## config.mk

```make
export PLATFORM = sky130hd
export DESIGN_NAME = array_cfg_fsm_flat
export DESIGN_NICKNAME = d
export VERILOG_FILES = /design/src/rtl/array_cfg_fsm_pkg.sv /design/src/rtl/array_cfg_fsm_if.sv /design/src/rtl/array_cfg_fsm_addr_gen.sv /design/src/rtl/array_cfg_fsm.sv /design/src/flat_wrapper.sv
export SDC_FILE = /design/constraint.sdc
export NUM_CORES = 1
export LEC_CHECK = 0
export CORE_UTILIZATION = 54
export CTS_BUF_LIST = sky130_fd_sc_hd__clkbuf_4
export DETAILED_ROUTE_END_ITERATION = 6
export PLACE_DENSITY = 0.83
export SETUP_SLACK_MARGIN = 0.2
export SYNTH_ARGS = -nofsm -noshare
export SYNTH_HDL_FRONTEND = slang
export SYNTH_SLANG_ARGS = --single-unit
```

## constraint.sdc

```tcl
create_clock -name clk -period 4.6 [get_ports clk]
set_clock_uncertainty 0.05 [all_clocks]
set_input_delay 1.15 -clock clk [delete_from_list [all_inputs] [get_ports clk]]
set_output_delay 1.15 -clock clk [all_outputs]
set_load 0.01 [all_outputs]
```

## src/rtl/array_cfg_fsm_pkg.sv

```systemverilog
// Shared definitions for the array configuration sequencer.
// - state_t        : sequencer states
// - DIR_*          : direction indices, matching bit positions of the direction mask
// - dir_drow/dcol  : signed (row, col) offsets of each direction
package cfg_fsm_pkg;

  typedef enum logic [3:0] {
    ST_IDLE,
    ST_COL_SHIFT,
    ST_COL_WAIT,
    ST_DIR_SEL,
    ST_RD_REQ,
    ST_RD_WAIT,
    ST_ROW_SHIFT,
    ST_ROW_WAIT,
    ST_KEY_WR,
    ST_KEY_WAIT,
    ST_COL_NEXT,
    ST_DONE
  } state_t;

  localparam logic [1:0] DIR_ARL = 2'd0;
  localparam logic [1:0] DIR_NE  = 2'd1;
  localparam logic [1:0] DIR_SE  = 2'd2;
  localparam logic [1:0] DIR_WW  = 2'd3;

  localparam logic signed [1:0] DROW_ARL = 2'sd0;
  localparam logic signed [1:0] DROW_NE  = -2'sd1;
  localparam logic signed [1:0] DROW_SE  = 2'sd1;
  localparam logic signed [1:0] DROW_WW  = 2'sd0;

  localparam logic signed [1:0] DCOL_ARL = 2'sd0;
  localparam logic signed [1:0] DCOL_NE  = 2'sd1;
  localparam logic signed [1:0] DCOL_SE  = 2'sd1;
  localparam logic signed [1:0] DCOL_WW  = -2'sd1;

  function automatic logic signed [1:0] dir_drow(input logic [1:0] dir);
    case (dir)
      DIR_NE:  return DROW_NE;
      DIR_SE:  return DROW_SE;
      DIR_WW:  return DROW_WW;
      default: return DROW_ARL;
    endcase
  endfunction

  function automatic logic signed [1:0] dir_dcol(input logic [1:0] dir);
    case (dir)
      DIR_NE:  return DCOL_NE;
      DIR_SE:  return DCOL_SE;
      DIR_WW:  return DCOL_WW;
      default: return DCOL_ARL;
    endcase
  endfunction

endpackage

```

## src/rtl/array_cfg_fsm_if.sv

```systemverilog
// Frame-RAM read port and chip configuration shift port of the sequencer.
// master : sequencer side (drives read strobe/address and shift strobes)
// slave  : RAM / chip side (returns read data and chip-ready)
interface array_cfg_fsm_if #(
  parameter int NB_DATA = 12,
  parameter int NB_ROW  = 5,
  parameter int NB_COL  = 5
);
  logic               o_ram_read;
  logic [NB_ROW-1:0]  o_ram_row;
  logic [NB_COL-1:0]  o_ram_col;
  logic [NB_DATA-1:0] i_ram_data;
  logic               i_chip_ready;
  logic               o_row_reg_data;
  logic               o_row_reg_write;
  logic               o_col_reg_data;
  logic               o_col_reg_write;
  logic               o_key_wren;

  modport master (
    output o_ram_read, o_ram_row, o_ram_col,
    input  i_ram_data, i_chip_ready,
    output o_row_reg_data, o_row_reg_write,
    output o_col_reg_data, o_col_reg_write, o_key_wren
  );

  modport slave (
    input  o_ram_read, o_ram_row, o_ram_col,
    output i_ram_data, i_chip_ready,
    input  o_row_reg_data, o_row_reg_write,
    input  o_col_reg_data, o_col_reg_write, o_key_wren
  );
endinterface

```

## src/rtl/array_cfg_fsm_addr_gen.sv

```systemverilog
// Neighbour target address for (row, col, dir), with in-bounds flag.
// Ports: row/col/dir in; tgt_row/tgt_col/in_bounds out (purely combinational).
module cfg_addr_gen
  import cfg_fsm_pkg::*;
#(
  parameter int N_ROWS = 24,
  parameter int N_COLS = 24,
  parameter int NB_ROW = 5,
  parameter int NB_COL = 5
) (
  input  logic [NB_ROW-1:0] row,
  input  logic [NB_COL-1:0] col,
  input  logic [1:0]        dir,
  output logic [NB_ROW-1:0] tgt_row,
  output logic [NB_COL-1:0] tgt_col,
  output logic              in_bounds
);
  // Two extra bits hold both the sign and a possible carry past the array edge.
  localparam logic signed [NB_ROW+1:0] ROW_MAX = (NB_ROW+2)'(N_ROWS - 1);
  localparam logic signed [NB_COL+1:0] COL_MAX = (NB_COL+2)'(N_COLS - 1);

  logic signed [1:0]        drow, dcol;
  logic signed [NB_ROW+1:0] r_s;
  logic signed [NB_COL+1:0] c_s;

  always_comb begin
    drow      = dir_drow(dir);
    dcol      = dir_dcol(dir);
    r_s       = $signed({2'b00, row}) + $signed({{NB_ROW{drow[1]}}, drow});
    c_s       = $signed({2'b00, col}) + $signed({{NB_COL{dcol[1]}}, dcol});
    in_bounds = !r_s[NB_ROW+1] && (r_s <= ROW_MAX) &&
                !c_s[NB_COL+1] && (c_s <= COL_MAX);
    tgt_row   = r_s[NB_ROW-1:0];
    tgt_col   = c_s[NB_COL-1:0];
  end
endmodule

```

## src/rtl/array_cfg_fsm.sv

```systemverilog
// Column-by-column configuration sequencer: reads neighbour pixels from the
// frame RAM, thresholds them and shifts row masks, column tokens and key
// strobes into the chip configuration registers.
// Ports: clk, rst (sync, active-low); i_go/i_abort control; i_dir_mask and
// i_umbral latched on start; bus = RAM read + chip shift port;
// o_busy, o_done, o_pix_count status.
//
// state      | meaning
// IDLE       | waiting for i_go
// COL_SHIFT  | shift column token when chip ready
// COL_WAIT   | wait for chip after column token
// DIR_SEL    | pick next enabled direction for this column
// RD_REQ     | issue RAM read (or zero bit if target off-array)
// RD_WAIT    | threshold RAM data
// ROW_SHIFT  | shift row bit when chip ready
// ROW_WAIT   | wait for chip, then next row or key write
// KEY_WR     | pulse key write when chip ready
// KEY_WAIT   | wait for chip, then next direction
// COL_NEXT   | next column or finish
// DONE       | one-cycle completion pulse
module array_cfg_fsm
  import cfg_fsm_pkg::*;
#(
  parameter int NB_DATA = 12,
  parameter int N_ROWS  = 24,
  parameter int N_COLS  = 24,
  parameter int NB_ROW  = $clog2(N_ROWS),
  parameter int NB_COL  = $clog2(N_COLS),
  parameter int NB_CNT  = $clog2(4*N_ROWS*N_COLS+1)
) (
  input  logic               clk,
  input  logic               rst,
  input  logic               i_go,
  input  logic               i_abort,
  input  logic [3:0]         i_dir_mask,
  input  logic [NB_DATA-1:0] i_umbral,
  array_cfg_fsm_if.master    bus,
  output logic               o_busy,
  output logic               o_done,
  output logic [NB_CNT-1:0]  o_pix_count
);
  state_t             state_q, state_d;
  logic [NB_COL-1:0]  col_q;
  logic [NB_ROW-1:0]  row_q;
  logic [2:0]         dir_q;      // value 4 means no direction left
  logic [3:0]         mask_q;
  logic [NB_DATA-1:0] umbral_q;
  logic               bit_q;
  logic [NB_CNT-1:0]  pix_q;

  logic [NB_ROW-1:0]  tgt_row;
  logic [NB_COL-1:0]  tgt_col;
  logic               in_bounds;
  logic [3:0]         dir_en;
  logic               dir_found;
  logic [2:0]         dir_next;
  logic               abort_hit;
  logic               col_wr, row_wr, key_wr, ram_rd;

  cfg_addr_gen #(
    .N_ROWS(N_ROWS), .N_COLS(N_COLS), .NB_ROW(NB_ROW), .NB_COL(NB_COL)
  ) u_addr_gen (
    .row(row_q), .col(col_q), .dir(dir_q[1:0]),
    .tgt_row(tgt_row), .tgt_col(tgt_col), .in_bounds(in_bounds)
  );

  always_comb begin
    state_d   = state_q;
    col_wr    = 1'b0;
    row_wr    = 1'b0;
    key_wr    = 1'b0;
    ram_rd    = 1'b0;
    dir_found = 1'b0;
    dir_next  = dir_q;
    // ARL only exists on odd columns.
    dir_en    = mask_q & {3'b111, col_q[0]};
    for (int d = 0; d < 4; d++) begin
      if (!dir_found && (3'(d) >= dir_q) && dir_en[d]) begin
        dir_found = 1'b1;
        dir_next  = 3'(d);
      end
    end

    case (state_q)
      ST_IDLE:      if (i_go) state_d = ST_COL_SHIFT;
      ST_COL_SHIFT: if (bus.i_chip_ready) begin
                      col_wr  = 1'b1;
                      state_d = ST_COL_WAIT;
                    end
      ST_COL_WAIT:  if (bus.i_chip_ready) state_d = ST_DIR_SEL;
      ST_DIR_SEL:   state_d = dir_found ? ST_RD_REQ : ST_COL_NEXT;
      ST_RD_REQ:    if (in_bounds) begin
                      ram_rd  = 1'b1;
                      state_d = ST_RD_WAIT;
                    end else begin
                      state_d = ST_ROW_SHIFT;
                    end
      ST_RD_WAIT:   state_d = ST_ROW_SHIFT;
      ST_ROW_SHIFT: if (bus.i_chip_ready) begin
                      row_wr  = 1'b1;
                      state_d = ST_ROW_WAIT;
                    end
      ST_ROW_WAIT:  if (bus.i_chip_ready) state_d = (row_q == '0) ? ST_KEY_WR : ST_RD_REQ;
      ST_KEY_WR:    if (bus.i_chip_ready) begin
                      key_wr  = 1'b1;
                      state_d = ST_KEY_WAIT;
                    end
      ST_KEY_WAIT:  if (bus.i_chip_ready) state_d = ST_DIR_SEL;
      ST_COL_NEXT:  state_d = (col_q == NB_COL'(N_COLS - 1)) ? ST_DONE : ST_COL_SHIFT;
      ST_DONE:      state_d = ST_IDLE;
      default:      state_d = ST_IDLE;
    endcase

    // Abort wins over every transition and suppresses any strobe this cycle.
    abort_hit = i_abort && (state_q != ST_IDLE);
    if (abort_hit) begin
      state_d = ST_IDLE;
      col_wr  = 1'b0;
      row_wr  = 1'b0;
      key_wr  = 1'b0;
      ram_rd  = 1'b0;
    end
  end

  always_ff @(posedge clk) begin
    if (!rst) begin
      state_q  <= ST_IDLE;
      col_q    <= '0;
      row_q    <= '0;
      dir_q    <= '0;
      mask_q   <= '0;
      umbral_q <= '0;
      bit_q    <= 1'b0;
      pix_q    <= '0;
    end else begin
      state_q <= state_d;
      if (!abort_hit) begin
        case (state_q)
          ST_IDLE: if (i_go) begin
            mask_q   <= i_dir_mask;
            umbral_q <= i_umbral;
            col_q    <= '0;
            dir_q    <= {1'b0, DIR_ARL};
            pix_q    <= '0;
          end
          ST_DIR_SEL: begin
            dir_q <= dir_found ? dir_next : 3'd4;
            row_q <= NB_ROW'(N_ROWS - 1);
          end
          ST_RD_REQ:    if (!in_bounds) bit_q <= 1'b0;
          ST_RD_WAIT:   bit_q <= (bus.i_ram_data >= umbral_q);
          ST_ROW_SHIFT: if (row_wr) pix_q <= pix_q + NB_CNT'(bit_q);
          ST_ROW_WAIT:  if (bus.i_chip_ready && row_q != '0) row_q <= row_q - 1'b1;
          ST_KEY_WAIT:  if (bus.i_chip_ready) dir_q <= dir_q + 3'd1;
          ST_COL_NEXT:  if (col_q != NB_COL'(N_COLS - 1)) begin
            col_q <= col_q + 1'b1;
            dir_q <= {1'b0, DIR_ARL};
          end
          default: ;
        endcase
      end
    end
  end

  assign bus.o_ram_read      = ram_rd;
  assign bus.o_ram_row       = tgt_row;
  assign bus.o_ram_col       = tgt_col;
  assign bus.o_row_reg_write = row_wr;
  assign bus.o_row_reg_data  = row_wr & bit_q;
  assign bus.o_col_reg_write = col_wr;
  assign bus.o_col_reg_data  = col_wr & (col_q == '0);
  assign bus.o_key_wren      = key_wr;
  assign o_busy              = (state_q != ST_IDLE);
  assign o_done              = (state_q == ST_DONE);
  assign o_pix_count         = pix_q;

endmodule

```

## src/flat_wrapper.sv

```systemverilog
// flat-port wrapper written by rule: the top's interface ports become plain ports
module array_cfg_fsm_flat import cfg_fsm_pkg::*;
#(
  parameter int NB_DATA = 12,
  parameter int N_ROWS  = 24,
  parameter int N_COLS  = 24,
  parameter int NB_ROW  = $clog2(N_ROWS),
  parameter int NB_COL  = $clog2(N_COLS),
  parameter int NB_CNT  = $clog2(4*N_ROWS*N_COLS+1)
)
  (clk, rst, i_go, i_abort, i_dir_mask, i_umbral, o_busy, o_done, o_pix_count, bus_o_ram_read, bus_o_ram_row, bus_o_ram_col, bus_i_ram_data, bus_i_chip_ready, bus_o_row_reg_data, bus_o_row_reg_write, bus_o_col_reg_data, bus_o_col_reg_write, bus_o_key_wren);
  array_cfg_fsm_if #(.NB_DATA(NB_DATA), .NB_ROW(NB_ROW), .NB_COL(NB_COL)) bus_i ();
  input  logic clk;
  input  logic rst;
  input  logic i_go;
  input  logic i_abort;
  input  logic [3:0] i_dir_mask;
  input  logic [NB_DATA-1:0] i_umbral;
  output logic o_busy;
  output logic o_done;
  output logic [NB_CNT-1:0] o_pix_count;
  output wire logic [$bits(bus_i.o_ram_read)-1:0] bus_o_ram_read;
  output wire logic [$bits(bus_i.o_ram_row)-1:0] bus_o_ram_row;
  output wire logic [$bits(bus_i.o_ram_col)-1:0] bus_o_ram_col;
  input wire logic [$bits(bus_i.i_ram_data)-1:0] bus_i_ram_data;
  input wire logic [$bits(bus_i.i_chip_ready)-1:0] bus_i_chip_ready;
  output wire logic [$bits(bus_i.o_row_reg_data)-1:0] bus_o_row_reg_data;
  output wire logic [$bits(bus_i.o_row_reg_write)-1:0] bus_o_row_reg_write;
  output wire logic [$bits(bus_i.o_col_reg_data)-1:0] bus_o_col_reg_data;
  output wire logic [$bits(bus_i.o_col_reg_write)-1:0] bus_o_col_reg_write;
  output wire logic [$bits(bus_i.o_key_wren)-1:0] bus_o_key_wren;
  assign bus_o_ram_read = bus_i.o_ram_read;
  assign bus_o_ram_row = bus_i.o_ram_row;
  assign bus_o_ram_col = bus_i.o_ram_col;
  assign bus_i.i_ram_data = bus_i_ram_data;
  assign bus_i.i_chip_ready = bus_i_chip_ready;
  assign bus_o_row_reg_data = bus_i.o_row_reg_data;
  assign bus_o_row_reg_write = bus_i.o_row_reg_write;
  assign bus_o_col_reg_data = bus_i.o_col_reg_data;
  assign bus_o_col_reg_write = bus_i.o_col_reg_write;
  assign bus_o_key_wren = bus_i.o_key_wren;
  array_cfg_fsm #(.NB_DATA(NB_DATA), .N_ROWS(N_ROWS), .N_COLS(N_COLS), .NB_ROW(NB_ROW), .NB_COL(NB_COL), .NB_CNT(NB_CNT)) u_core (.clk(clk), .rst(rst), .i_go(i_go), .i_abort(i_abort), .i_dir_mask(i_dir_mask), .i_umbral(i_umbral), .bus(bus_i), .o_busy(o_busy), .o_done(o_done), .o_pix_count(o_pix_count));
endmodule
```

==> out/metrics.yaml <==
final_layout:
  syn2layout_area_growth_pct: 25.6
  nFillCells: 486
  diodes: 0
  nets: 547
  drive_gt1_frac: 0.0766
timing:
  maxSlewViolCount: 0
  tightest_slew_ps: 757
  timing.slew.headroom: 0.489
  setup_viol: 0
  fin_crit_ps: 4400
  period_share: 0.956
  setup_tns_ps: 0
  max_freq_mhz: 227
  rsz0062_at_grt: "true"
  hold_viol: 0
power:
  leakage_nw: 1.57
  comb_power_share: 0.501
  seqPwrFrac: 0.365
  power.density_mw_per_mm2: 350
  p_sw_mw: 0.582
  power_switching_share: 0.411
  clockPowerShare: 0.134
  p_int_mw: 0.833
  finalPower_mw: 1.42
  ir_drop_mv: 0.315
synth:
  synthArstFlopShare: 0
  yosysUniqueCellTypes: 59
  synth_xor_area_frac: 0.0571
  ys_ff_latch: 46
  synth_compound_area_frac: 0.202
  syn_area_mm2: 0.00322
  synthCells: 420
  synth_top_family_by_area: "simple AND/OR/NAND/NOR gates"
  synth_edf_count: 0
  synth_nets: 485
  synth-simple-area-share: 0.266
  synth_flop_cell: "dfxtp_1"
  synthMuxAreaShare: 0
  syn_avg_cell_area_um2: 7.67
  ys_seq_area_frac: 0.286
  yosysWarnings: 0
  synth_fa_ha_area_frac: 0.127
place:
  dp_hpwl_um: 5820
  place_congestion: 0.869
  port_buffers: 62
clock_network:
  cts_tree: "yes"
  cts_sinks: 46
  path_clk_slew_ps: 130
  cts-root-buf: "clkbuf_4"
  clk-insertion-delay-late_ps: 360
  hold_buffers: 0
  cts_max_level: 2
  cts_buffers: 5
  clock_path_buffers: 2
floorplan:
  die_x_um: 79.2
  initial_core_util: 0.571
  die_h_um: 79.2
  rows: 27
  io_pins: 63
  dieArea_mm2: 0.00628
  coreArea_mm2: 0.00564
job:
  cap_violations: 0
worst_setup_path:
  r2r_slack_ps: 1710
  cpPeakStageDelay_ps: 430
  endpoint_kind: "output pin"
  critPathLaunch: "u_core.dir_q[1]"
  crit_required_ps: 3400
  path_max_fanout: 5
  slowest_stage: "or3_4"
  worstRegToRegCells: 12
  crit_arrival_ps: 3200
  reg2reg_to: "u_core.bit_q"
  crit_end: "bus_o_ram_read"
  setup.worst_path.class: "register to output pin"
  path_cells: "inv_4 > ha_4 > inv_2 > ha_4 > fa_2 > a211o_1 > a31oi_2 > nor2_1 > a311o_1 > or3_4 > a21oi_2 > buf_2"
  cp-start-kind: "register"
  crit_path_frequent_cell: "ha_4"
  r2r_start: "u_core.dir_q[1]"
routing:
  ant_nets: 0
  avgRoutedWirePerCell_um: 14.2
  dr.pass1.iters: 4
  drt_wl_total_um: 7880
  drt_iter0_drc: 207
  drc: 0
  num_vias: 3205
  vias_per_cell: 5.77
grt:
  antenna_found_initial: 0
  grt_max_degree: 27
  grt_pass1_wl_um: 13200
  grt_pass1_vias: 3019
  grt_util_all_layers: 0.261
  grt_remaining_overflow: 0
min_path:
  hp-class: "register to register"
outcome:
  status: "complete, no violations"
-- per-stage QoR --
step | util | cell area, um2 | setup slack, ps | hold slack [ps] | cells
global route | 0.717 | 4050 | 102 | 427 | 555
global placement | 0.693 | 3910 | 119 | 392 | 544
detailed placement | 0.693 | 3910 | 16.4 | 397 | 544
finish | 0.717 | 4050 | 201 | 414 | 555
CTS | 0.707 | 3990 | 203 | 415 | 553
floorplan | - | 3220 | 674 | 386 | 420
-- final cells by class --
type | instances | area, um2 | area share
Multi-Input combinational cell | 324 | 2150 | 0.532
Sequential cell | 46 | 926 | 0.229
Timing Repair Buffer | 73 | 698 | 0.173
Inverter | 32 | 125 | 0.0309
Tap cell | 72 | 90.1 | 0.0223
Clock buffer | 6 | 45.0 | 0.0111
Clock inverter | 2 | 8.76 | 0.00216
-- repair_timing --
item	CTS	global route
resized for setup	11	14
setup endpoints to repair	1	2
buffers inserted	1	2
pin swaps	2	5
-- critical path, delay by kind of cell (launching register included) --
kind                       cells  cell delay [ps]
AOI/OAI and AO/OA              4             1060
adders and majority gates      3              650
and+or+nand+nor                2              490
DFF                            1              390
buffers and inverters          3              250
-- synth_stat cells (all sizes together) (3+ instances only) --
cell | count | share of area
xor2 | 14 | 0.038
or3 | 3 | 0.0058
a21oi | 39 | 0.061
nand4 | 4 | 0.0078
dfxtp | 46 | 0.29
xnor2 | 7 | 0.019
nor2 | 39 | 0.045
and4b | 3 | 0.0093
o21bai | 4 | 0.0093
nand2 | 51 | 0.059
nor3b | 3 | 0.0070
and3 | 10 | 0.019
buf | 6 | 0.011
clkbuf | 12 | 0.014
nor3 | 12 | 0.019
a211oi | 8 | 0.019
nand3b | 3 | 0.0070
a22oi | 4 | 0.0093
a211o | 3 | 0.0082
ha | 31 | 0.12
nor2b | 6 | 0.012
nand2b | 6 | 0.012
nand3 | 13 | 0.020
o31ai | 3 | 0.0070
and3b | 3 | 0.0082
o21a | 3 | 0.0070
o21ai | 16 | 0.025
inv | 31 | 0.036
-- routing by layer --
metal | track usage | vias to the layer above | routed length, um
li1 | - | 1603 | -
met1 | 0.315 | 1504 | 3500
met2 | 0.477 | 87 | 3970
met3 | 0.0414 | 11 | 306
met4 | 0.0673 | 0 | 104
met5 | 0 | - | 0
-- kinds of logic after synthesis --
| group | count (synthesis) |
|---|---|
| and+or+nand+nor | 170 |
| AOI/OAI and AO/OA | 101 |
| buffers and inverters | 50 |
| DFF | 46 |
| adders and majority gates | 32 |
| xor gates and xnor gates | 21 |
-- placed cells by master (no fill, tap or decap), drive strengths merged, types with 2 or more instances in the layout --
cell	count
clkdlybuf4s50	61
nand2	51
dfxtp	46
nor2	39
a21oi	39
inv	31
ha	31
o21ai	16
xor2	14
nand3	13
nor3	12
buf	12
and3	10
a211oi	8
xnor2	7
nor2b	6
nand2b	6
clkbuf	6
nand4	4
o21bai	4
a22oi	4
and3b	3
a211o	3
and4b	3
nor3b	3
nand3b	3
o21a	3
o31ai	3
or3	3
clkinv	3
nor4b	2
a21o	2
and2	2
o41ai	2
nor4	2
a311oi	2
o2111ai	2
or2	2
a31oi	2
-- flip-flops by register name, indices dropped and copies added, names as in the netlist --
| register | count |
|---|---|
| u_core.bit_q | 1 |
| u_core.col_q | 5 |
| u_core.state_q | 4 |
| u_core.mask_q | 4 |
| u_core.row_q | 5 |
| u_core.dir_q | 3 |
| u_core.o_pix_count | 12 |
| u_core.umbral_q | 12 |
-- power by group through the flow --
stage               registers, mW  clock network, mW  logic [mW]
global route                0.527              0.213       0.789
CTS                         0.508              0.192       0.682
global placement            0.513                  0       0.655
finish                      0.517              0.190       0.709
floorplan                   0.483                  0       0.474
detailed placement          0.515                  0       0.673
-- how the worst min path moves through the flow --
stage / from / end / slack [ps] / depth (start not counted)
after detailed placement: u_core.umbral_q[5] / u_core.umbral_q[5] / 400 / 2
after global routing: u_core.umbral_q[1] / u_core.umbral_q[1] / 430 / 2
after CTS: u_core.umbral_q[5] / u_core.umbral_q[5] / 420 / 2
final: u_core.umbral_q[4] / u_core.umbral_q[4] / 410 / 2
after floorplan: u_core.umbral_q[10] / u_core.umbral_q[10] / 390 / 2
after global placement: u_core.umbral_q[1] / u_core.umbral_q[1] / 390 / 2
(Power assumes the default switching activity.)
